<file path="src/rtl/ysyx_25030085_lsu.sv">
// Load/store unit: turns one decoded core memory request into a single-beat bus
// transaction with byte strobes, then returns extended load data or an error.
module ysyx_25030085_lsu #(
  parameter int TIMEOUT = 255
) (
  input  logic        clk,
  input  logic        rst_n,
  input  logic        lsu_valid,
  output logic        lsu_ready,
  input  logic        mem_read,
  input  logic        mem_write,
  input  logic [2:0]  mem_op,
  input  logic [31:0] addr,
  input  logic [31:0] wdata,
  output logic        done,
  output logic [31:0] rdata,
  output logic        err,
  output logic        mreq_valid,
  input  logic        mreq_ready,
  output logic        mreq_we,
  output logic [31:0] mreq_addr,
  output logic [31:0] mreq_wdata,
  output logic [3:0]  mreq_wstrb,
  input  logic        mrsp_valid,
  input  logic [31:0] mrsp_rdata,
  input  logic        mrsp_err
);

  typedef enum logic [1:0] {
    IDLE = 2'd0,
    REQ  = 2'd1,
    RSP  = 2'd2,
    DONE = 2'd3
  } state_t;

  localparam int CW = $clog2(TIMEOUT + 1);
  localparam logic [CW-1:0] CNT_LAST = CW'(TIMEOUT - 1);

  function automatic logic req_illegal(input logic rd, input logic wr,
                                       input logic [2:0] op, input logic [1:0] off);
    logic bad_op;
    case (op)
      3'b000:  bad_op = 1'b0;
      3'b001:  bad_op = off[0];
      3'b010:  bad_op = (off != 2'b00);
      3'b100:  bad_op = wr;
      3'b101:  bad_op = wr | off[0];
      default: bad_op = 1'b1;
    endcase
    return (rd == wr) | bad_op;
  endfunction

  function automatic logic [31:0] store_lanes(input logic [1:0] sz, input logic [31:0] d);
    case (sz)
      2'b00:   store_lanes = {4{d[7:0]}};
      2'b01:   store_lanes = {2{d[15:0]}};
      default: store_lanes = d;
    endcase
  endfunction

  function automatic logic [3:0] store_strb(input logic [1:0] sz, input logic [1:0] off);
    case (sz)
      2'b00:   store_strb = 4'b0001 << off;
      2'b01:   store_strb = 4'b0011 << off;
      default: store_strb = 4'b1111;
    endcase
  endfunction

  function automatic logic [31:0] load_extend(input logic [2:0] op, input logic [1:0] off,
                                              input logic [31:0] word);
    logic [31:0] w;
    w = word >> {off, 3'b000};
    case (op)
      3'b000:  load_extend = {{24{w[7]}}, w[7:0]};
      3'b001:  load_extend = {{16{w[15]}}, w[15:0]};
      3'b010:  load_extend = w;
      3'b100:  load_extend = {24'h00_0000, w[7:0]};
      3'b101:  load_extend = {16'h0000, w[15:0]};
      default: load_extend = 32'h0000_0000;
    endcase
  endfunction

  state_t        state_r, state_s;
  logic [CW-1:0] cnt_r, cnt_s;
  logic [2:0]    op_r, op_s;
  logic [1:0]    off_r, off_s;
  logic          done_r, done_s;
  logic          err_r, err_s;
  logic [31:0]   rdata_r, rdata_s;
  logic          mreq_valid_r, mreq_valid_s;
  logic          mreq_we_r, mreq_we_s;
  logic [31:0]   mreq_addr_r, mreq_addr_s;
  logic [31:0]   mreq_wdata_r, mreq_wdata_s;
  logic [3:0]    mreq_wstrb_r, mreq_wstrb_s;

  assign lsu_ready  = (state_r == IDLE);
  assign done       = done_r;
  assign err        = err_r;
  assign rdata      = rdata_r;
  assign mreq_valid = mreq_valid_r;
  assign mreq_we    = mreq_we_r;
  assign mreq_addr  = mreq_addr_r;
  assign mreq_wdata = mreq_wdata_r;
  assign mreq_wstrb = mreq_wstrb_r;

  // Next-state and next-output decode; timeout wins in REQ, a response wins in RSP.
  always_comb begin
    state_s      = state_r;
    cnt_s        = cnt_r;
    op_s         = op_r;
    off_s        = off_r;
    done_s       = 1'b0;
    err_s        = err_r;
    rdata_s      = rdata_r;
    mreq_valid_s = 1'b0;
    mreq_we_s    = mreq_we_r;
    mreq_addr_s  = mreq_addr_r;
    mreq_wdata_s = mreq_wdata_r;
    mreq_wstrb_s = mreq_wstrb_r;
    case (state_r)
      IDLE: begin
        if (lsu_valid) begin
          op_s  = mem_op;
          off_s = addr[1:0];
          if (req_illegal(mem_read, mem_write, mem_op, addr[1:0])) begin
            state_s = DONE;
            done_s  = 1'b1;
            err_s   = 1'b1;
            rdata_s = 32'h0000_0000;
          end else begin
            state_s      = REQ;
            cnt_s        = {CW{1'b0}};
            mreq_valid_s = 1'b1;
            mreq_we_s    = mem_write;
            mreq_addr_s  = {addr[31:2], 2'b00};
            mreq_wdata_s = mem_write ? store_lanes(mem_op[1:0], wdata) : 32'h0000_0000;
            mreq_wstrb_s = mem_write ? store_strb(mem_op[1:0], addr[1:0]) : 4'b0000;
          end
        end else begin
          state_s = IDLE;
        end
      end
      REQ: begin
        cnt_s = cnt_r + 1'b1;
        if (cnt_r == CNT_LAST) begin
          state_s = DONE;
          done_s  = 1'b1;
          err_s   = 1'b1;
          rdata_s = 32'h0000_0000;
        end else if (mreq_ready) begin
          state_s = RSP;
        end else begin
          mreq_valid_s = 1'b1;
        end
      end
      RSP: begin
        cnt_s = cnt_r + 1'b1;
        if (mrsp_valid) begin
          state_s = DONE;
          done_s  = 1'b1;
          err_s   = mrsp_err;
          rdata_s = mreq_we_r ? 32'h0000_0000 : load_extend(op_r, off_r, mrsp_rdata);
        end else if (cnt_r == CNT_LAST) begin
          state_s = DONE;
          done_s  = 1'b1;
          err_s   = 1'b1;
          rdata_s = 32'h0000_0000;
        end else begin
          state_s = RSP;
        end
      end
      DONE:    state_s = IDLE;
      default: state_s = IDLE;
    endcase
  end

  // State, timeout counter and all registered outputs.
  always_ff @(posedge clk or negedge rst_n) begin
    if (!rst_n) begin
      state_r      <= IDLE;
      cnt_r        <= {CW{1'b0}};
      op_r         <= 3'b000;
      off_r        <= 2'b00;
      done_r       <= 1'b0;
      err_r        <= 1'b0;
      rdata_r      <= 32'h0000_0000;
      mreq_valid_r <= 1'b0;
      mreq_we_r    <= 1'b0;
      mreq_addr_r  <= 32'h0000_0000;
      mreq_wdata_r <= 32'h0000_0000;
      mreq_wstrb_r <= 4'b0000;
    end else begin
      state_r      <= state_s;
      cnt_r        <= cnt_s;
      op_r         <= op_s;
      off_r        <= off_s;
      done_r       <= done_s;
      err_r        <= err_s;
      rdata_r      <= rdata_s;
      mreq_valid_r <= mreq_valid_s;
      mreq_we_r    <= mreq_we_s;
      mreq_addr_r  <= mreq_addr_s;
      mreq_wdata_r <= mreq_wdata_s;
      mreq_wstrb_r <= mreq_wstrb_s;
    end
  end

endmodule

</file>
<file path="config.mk">
export PLATFORM = sky130hd
export DESIGN_NAME = ysyx_25030085_lsu
export DESIGN_NICKNAME = d
export VERILOG_FILES = /design/src/rtl/ysyx_25030085_lsu.sv
export SDC_FILE = /design/constraint.sdc
export NUM_CORES = 1
export LEC_CHECK = 0
export BUFFER_PORTS_ARGS = -buffer_cell sky130_fd_sc_hd__buf_2
export CORE_UTILIZATION = 45
export DETAILED_ROUTE_END_ITERATION = 8
export PLACE_DENSITY_LB_ADDON = 0.2
export SLEW_MARGIN = 20
export SYNTH_ARGS = -nofsm -noshare
export SYNTH_HDL_FRONTEND = slang
export SYNTH_SLANG_ARGS = --single-unit
</file>
<file path="constraint.sdc">
create_clock -name clk -period 1.9 [get_ports clk]
set_input_delay 0.19 -clock clk [delete_from_list [all_inputs] [get_ports clk]]
set_output_delay 0.19 -clock clk [all_outputs]
set_load 0.1 [all_outputs]
</file>
==> flow_metrics.py <==
metrics = {
    "worst_setup_path": {
        "cp_data_arrival_time_ps": 2160,
        "timing.critical_path.to_type": "flip-flop",
        "start_kind": "flip-flop",
        "critPathMaxFanout": 32,
        "worst-endpoint-required_ps": 2230,
        "reg2reg_setup_slack_ps": 60,
        "worstSetupPathType": "flip-flop to flip-flop",
    },
    "final_layout": {
        "syn_to_final_growth_pct": 36.9,
        "post_route_cells_drive_above_1_share": 0.422,
        "finish.net_count": 897,
        "fill_cells": 1052,
    },
    "routing": {
        "routed_wirelength_um": 15200,
        "drt_pass1_iterations": 4,
        "viasPerCell": 5.15,
        "drtIter0Drc": 250,
        "vias": 4995,
        "drt.antenna.violating_nets": 0,
        "wire_per_inst_um": 15.7,
        "drc": 0,
    },
    "timing": {
        "timing.slew.headroom": 0.594,
        "final_hold_viol_count": 0,
        "setup_viol_count_final": 0,
        "post_route_skew_ps": 7.13,
        "max_freq_ghz": 0.544,
        "layout_setup_ws_ps": 60.8,
        "timing_max_transition_violations_final": 0,
        "layout_min_cycle_time_ps": 1840,
        "worst_pin_slew_ps": 609,
        "post-route-period-util": 0.968,
    },
    "synthesis": {
        "synth_enable_flop_cells": 0,
        "synth_ff_type": "sky130_fd_sc_hd__dfrtp_1",
        "ys_seq_area_frac": 0.503,
        "netlist-cell-type-count": 45,
        "yosys_synthesis_warning_count": 0,
        "synthesized_instance_count": 553,
        "async_reset_ff_frac": 1.00,
        "post_synthesis_instance_area_sq_mm": 0.00582,
        "synth.ff_latch_count": 117,
        "synthesis.area_per_instance_sq_um": 10.5,
    },
    "flow_run": {
        "drv_cap": 0,
    },
    "floorplanning": {
        "area_of_the_core_sq_mm": 0.0126,
        "floorplan.io_pins": 212,
        "start_util": 0.462,
        "rows": 41,
        "die_width_um": 116,
        "die_h_um": 116,
        "die-area_sq_mm": 0.0134,
    },
    "clock_network": {
        "cts_tree": "built",
        "clock-root-buffer": "sky130_fd_sc_hd__clkbuf_16",
        "clockBufferDepth": 2,
        "cts-htree-levels": 4,
        "cts_sinks": 117,
        "cts_made_buffers": 17,
        "cts.clk_slew.worst_paths_ps": 60,
        "worstSkewPairLatency_ps": 410,
    },
    "status": {
        "result_of_the_run": "complete, no violations",
    },
    "global_route": {
        "met3_routing_resource_usage_after_global_routing": 0.0795,
        "track_usage": 0.235,
        "globalRouteOverflowTotal": 0,
        "grt_start_max_net_pins": 118,
        "first_global_vias": 4916,
        "grt_pass1_wl_um": 24100,
        "grt_busiest_layer": "met2",
        "globalRouteMet1Util": 0.290,
        "grt_antenna_before_repair": 1,
        "grt_util_met2": 0.389,
    },
    "placement": {
        "finalWeightedCongestion": 0.847,
        "dpl_worst_slack_ps": 46.4,
        "port_buffers": 209,
        "dp_hpwl_um": 10900,
    },
    "min_path": {
        "timing.hold.worst.class": "primary input to flip-flop",
    },
}
final timing paths:
| kind | cells after the start | startpoint | to |
|---|---|---|---|
| worst max-delay path | 7 | state_r[1] | rdata[13] |
| worst min-delay path | 2 | addr[12] | mreq_addr[12] |
| worst max register to register | 7 | state_r[1] | rdata[13] |
| worst min register to register | 2 | mreq_wdata[23] | mreq_wdata[23] |
| max in group asynchronous | 3 | rst_n | mreq_wdata[23] |
| min in group asynchronous | 3 | rst_n | cnt_r[2] |
synthesized netlist by cell type, types with 3 or more instances:
| cell | instances | area, sq um |
|---|---|---|
| sky130_fd_sc_hd__nor3_1 | 3 | 15.0 |
| sky130_fd_sc_hd__clkbuf_1 | 19 | 71.3 |
| sky130_fd_sc_hd__nand3_1 | 8 | 40.0 |
| sky130_fd_sc_hd__dfrtp_1 | 117 | 2930 |
| sky130_fd_sc_hd__buf_2 | 12 | 60.1 |
| sky130_fd_sc_hd__or3_1 | 4 | 25.0 |
| sky130_fd_sc_hd__mux2i_1 | 23 | 230 |
| sky130_fd_sc_hd__a21oi_1 | 39 | 195 |
| sky130_fd_sc_hd__mux2_2 | 44 | 495 |
| sky130_fd_sc_hd__buf_6 | 3 | 33.8 |
| sky130_fd_sc_hd__o211ai_1 | 3 | 22.5 |
| sky130_fd_sc_hd__nor2_1 | 20 | 75.1 |
| sky130_fd_sc_hd__nand2_1 | 92 | 345 |
| sky130_fd_sc_hd__inv_1 | 8 | 30.0 |
| sky130_fd_sc_hd__o21ai_0 | 59 | 295 |
| sky130_fd_sc_hd__mux2_4 | 17 | 255 |
| sky130_fd_sc_hd__o2bb2ai_1 | 32 | 280 |
| sky130_fd_sc_hd__buf_4 | 5 | 37.5 |
| sky130_fd_sc_hd__ha_1 | 6 | 75.1 |
| sky130_fd_sc_hd__nor2b_1 | 4 | 25.0 |
| sky130_fd_sc_hd__and3_1 | 4 | 25.0 |
| sky130_fd_sc_hd__a32o_1 | 4 | 40.0 |
flip-flops by register name (all words and copies together), names as in the netlist:
register    count
op_r            3
mreq_valid      1
done            1
off_r           2
cnt_r           8
err             1
mreq_addr      30
state_r         2
mreq_we         1
mreq_wdata     32
rdata          32
mreq_wstrb      4
area by class of cell:
class                   instances  area [sq um]  share of cell area
clock inverters                 9           125              0.0157
diodes                          1          2.50            0.000314
inverters                       9          37.5             0.00471
flip-flops and latches        117          2930               0.367
well taps                     172           215              0.0270
clock buffers                  23           478              0.0599
multi-input cells             388          2710               0.340
repair buffers                251          1480               0.185
worst max-delay path, stage by stage, from the launching register on:
cell and delay [ps]:
sky130_fd_sc_hd__dfrtp_1 380, sky130_fd_sc_hd__inv_2 70, sky130_fd_sc_hd__ha_4 330, sky130_fd_sc_hd__clkinvlp_4 130
sky130_fd_sc_hd__buf_4 150, sky130_fd_sc_hd__o311ai_4 310, sky130_fd_sc_hd__buf_12 230, sky130_fd_sc_hd__o2bb2ai_1 140
timing repair:
action,CTS,global route
gates resized for setup,0,5
hold buffers,18,1
setup endpoints to repair,0,32
setup buffers,0,3
endpoints found under the hold margin,134,1
stage by stage:
stage / area (sq um) / std cells / hold slack (ps) / TNS [ps] / utilization
6_report: 7980 / 970 / 20.9 / 0 / 0.632
5_1_grt: 7970 / 969 / 5.71 / -6.56 / 0.632
4_1_cts: 7920 / 965 / 1.32 / 0 / 0.628
3_5_place_dp: 7140 / 915 / 333 / 0 / 0.565
3_3_place_gp: 7140 / 915 / 327 / 0 / 0.565
2_1_floorplan: 5870 / 554 / -106 / -7640 / -
kinds of logic after synthesis:
kind of cell               Yosys count  share of synthesized area
AOI/OAI and AO/OA                  151                      0.164
and+or+nand+nor                    144                      0.106
DFF                                117                      0.503
muxes                               85                      0.172
buffers and inverters               49                     0.0412
adders and majority gates            6                     0.0129
other                                1                   0.000644
layout by cell type, fill, tap and decap left out, drive strengths merged, types with 2 or more instances in the layout:
cell type / n
o21a: 2
or3: 4
nor2: 20
bufinv: 3
dfrtp: 117
ha: 6
a31oi: 2
o2bb2ai: 32
conb: 2
nand2b: 2
nor2b: 4
clkinvlp: 3
buf: 232
mux2i: 23
o22ai: 2
mux2: 61
o21ai: 60
nand3: 8
and3: 4
nand2: 92
clkbuf: 23
a32o: 4
inv: 8
a21oi: 39
dlygate4sd3: 19
o211ai: 3
nor3: 4
clkinv: 4
metal layers:
| layer | vias to the layer above | part of all wire |
|---|---|---|
| met4 | 0 | 0.015 |
| met3 | 18 | 0.074 |
| li1 | 2427 | - |
| met2 | 175 | 0.48 |
| met5 | - | 0 |
| met1 | 2375 | 0.43 |
Power is left out: the tool's default activity adds up to more than one toggle a clock period on the data nets, which glitch-free logic cannot reach.
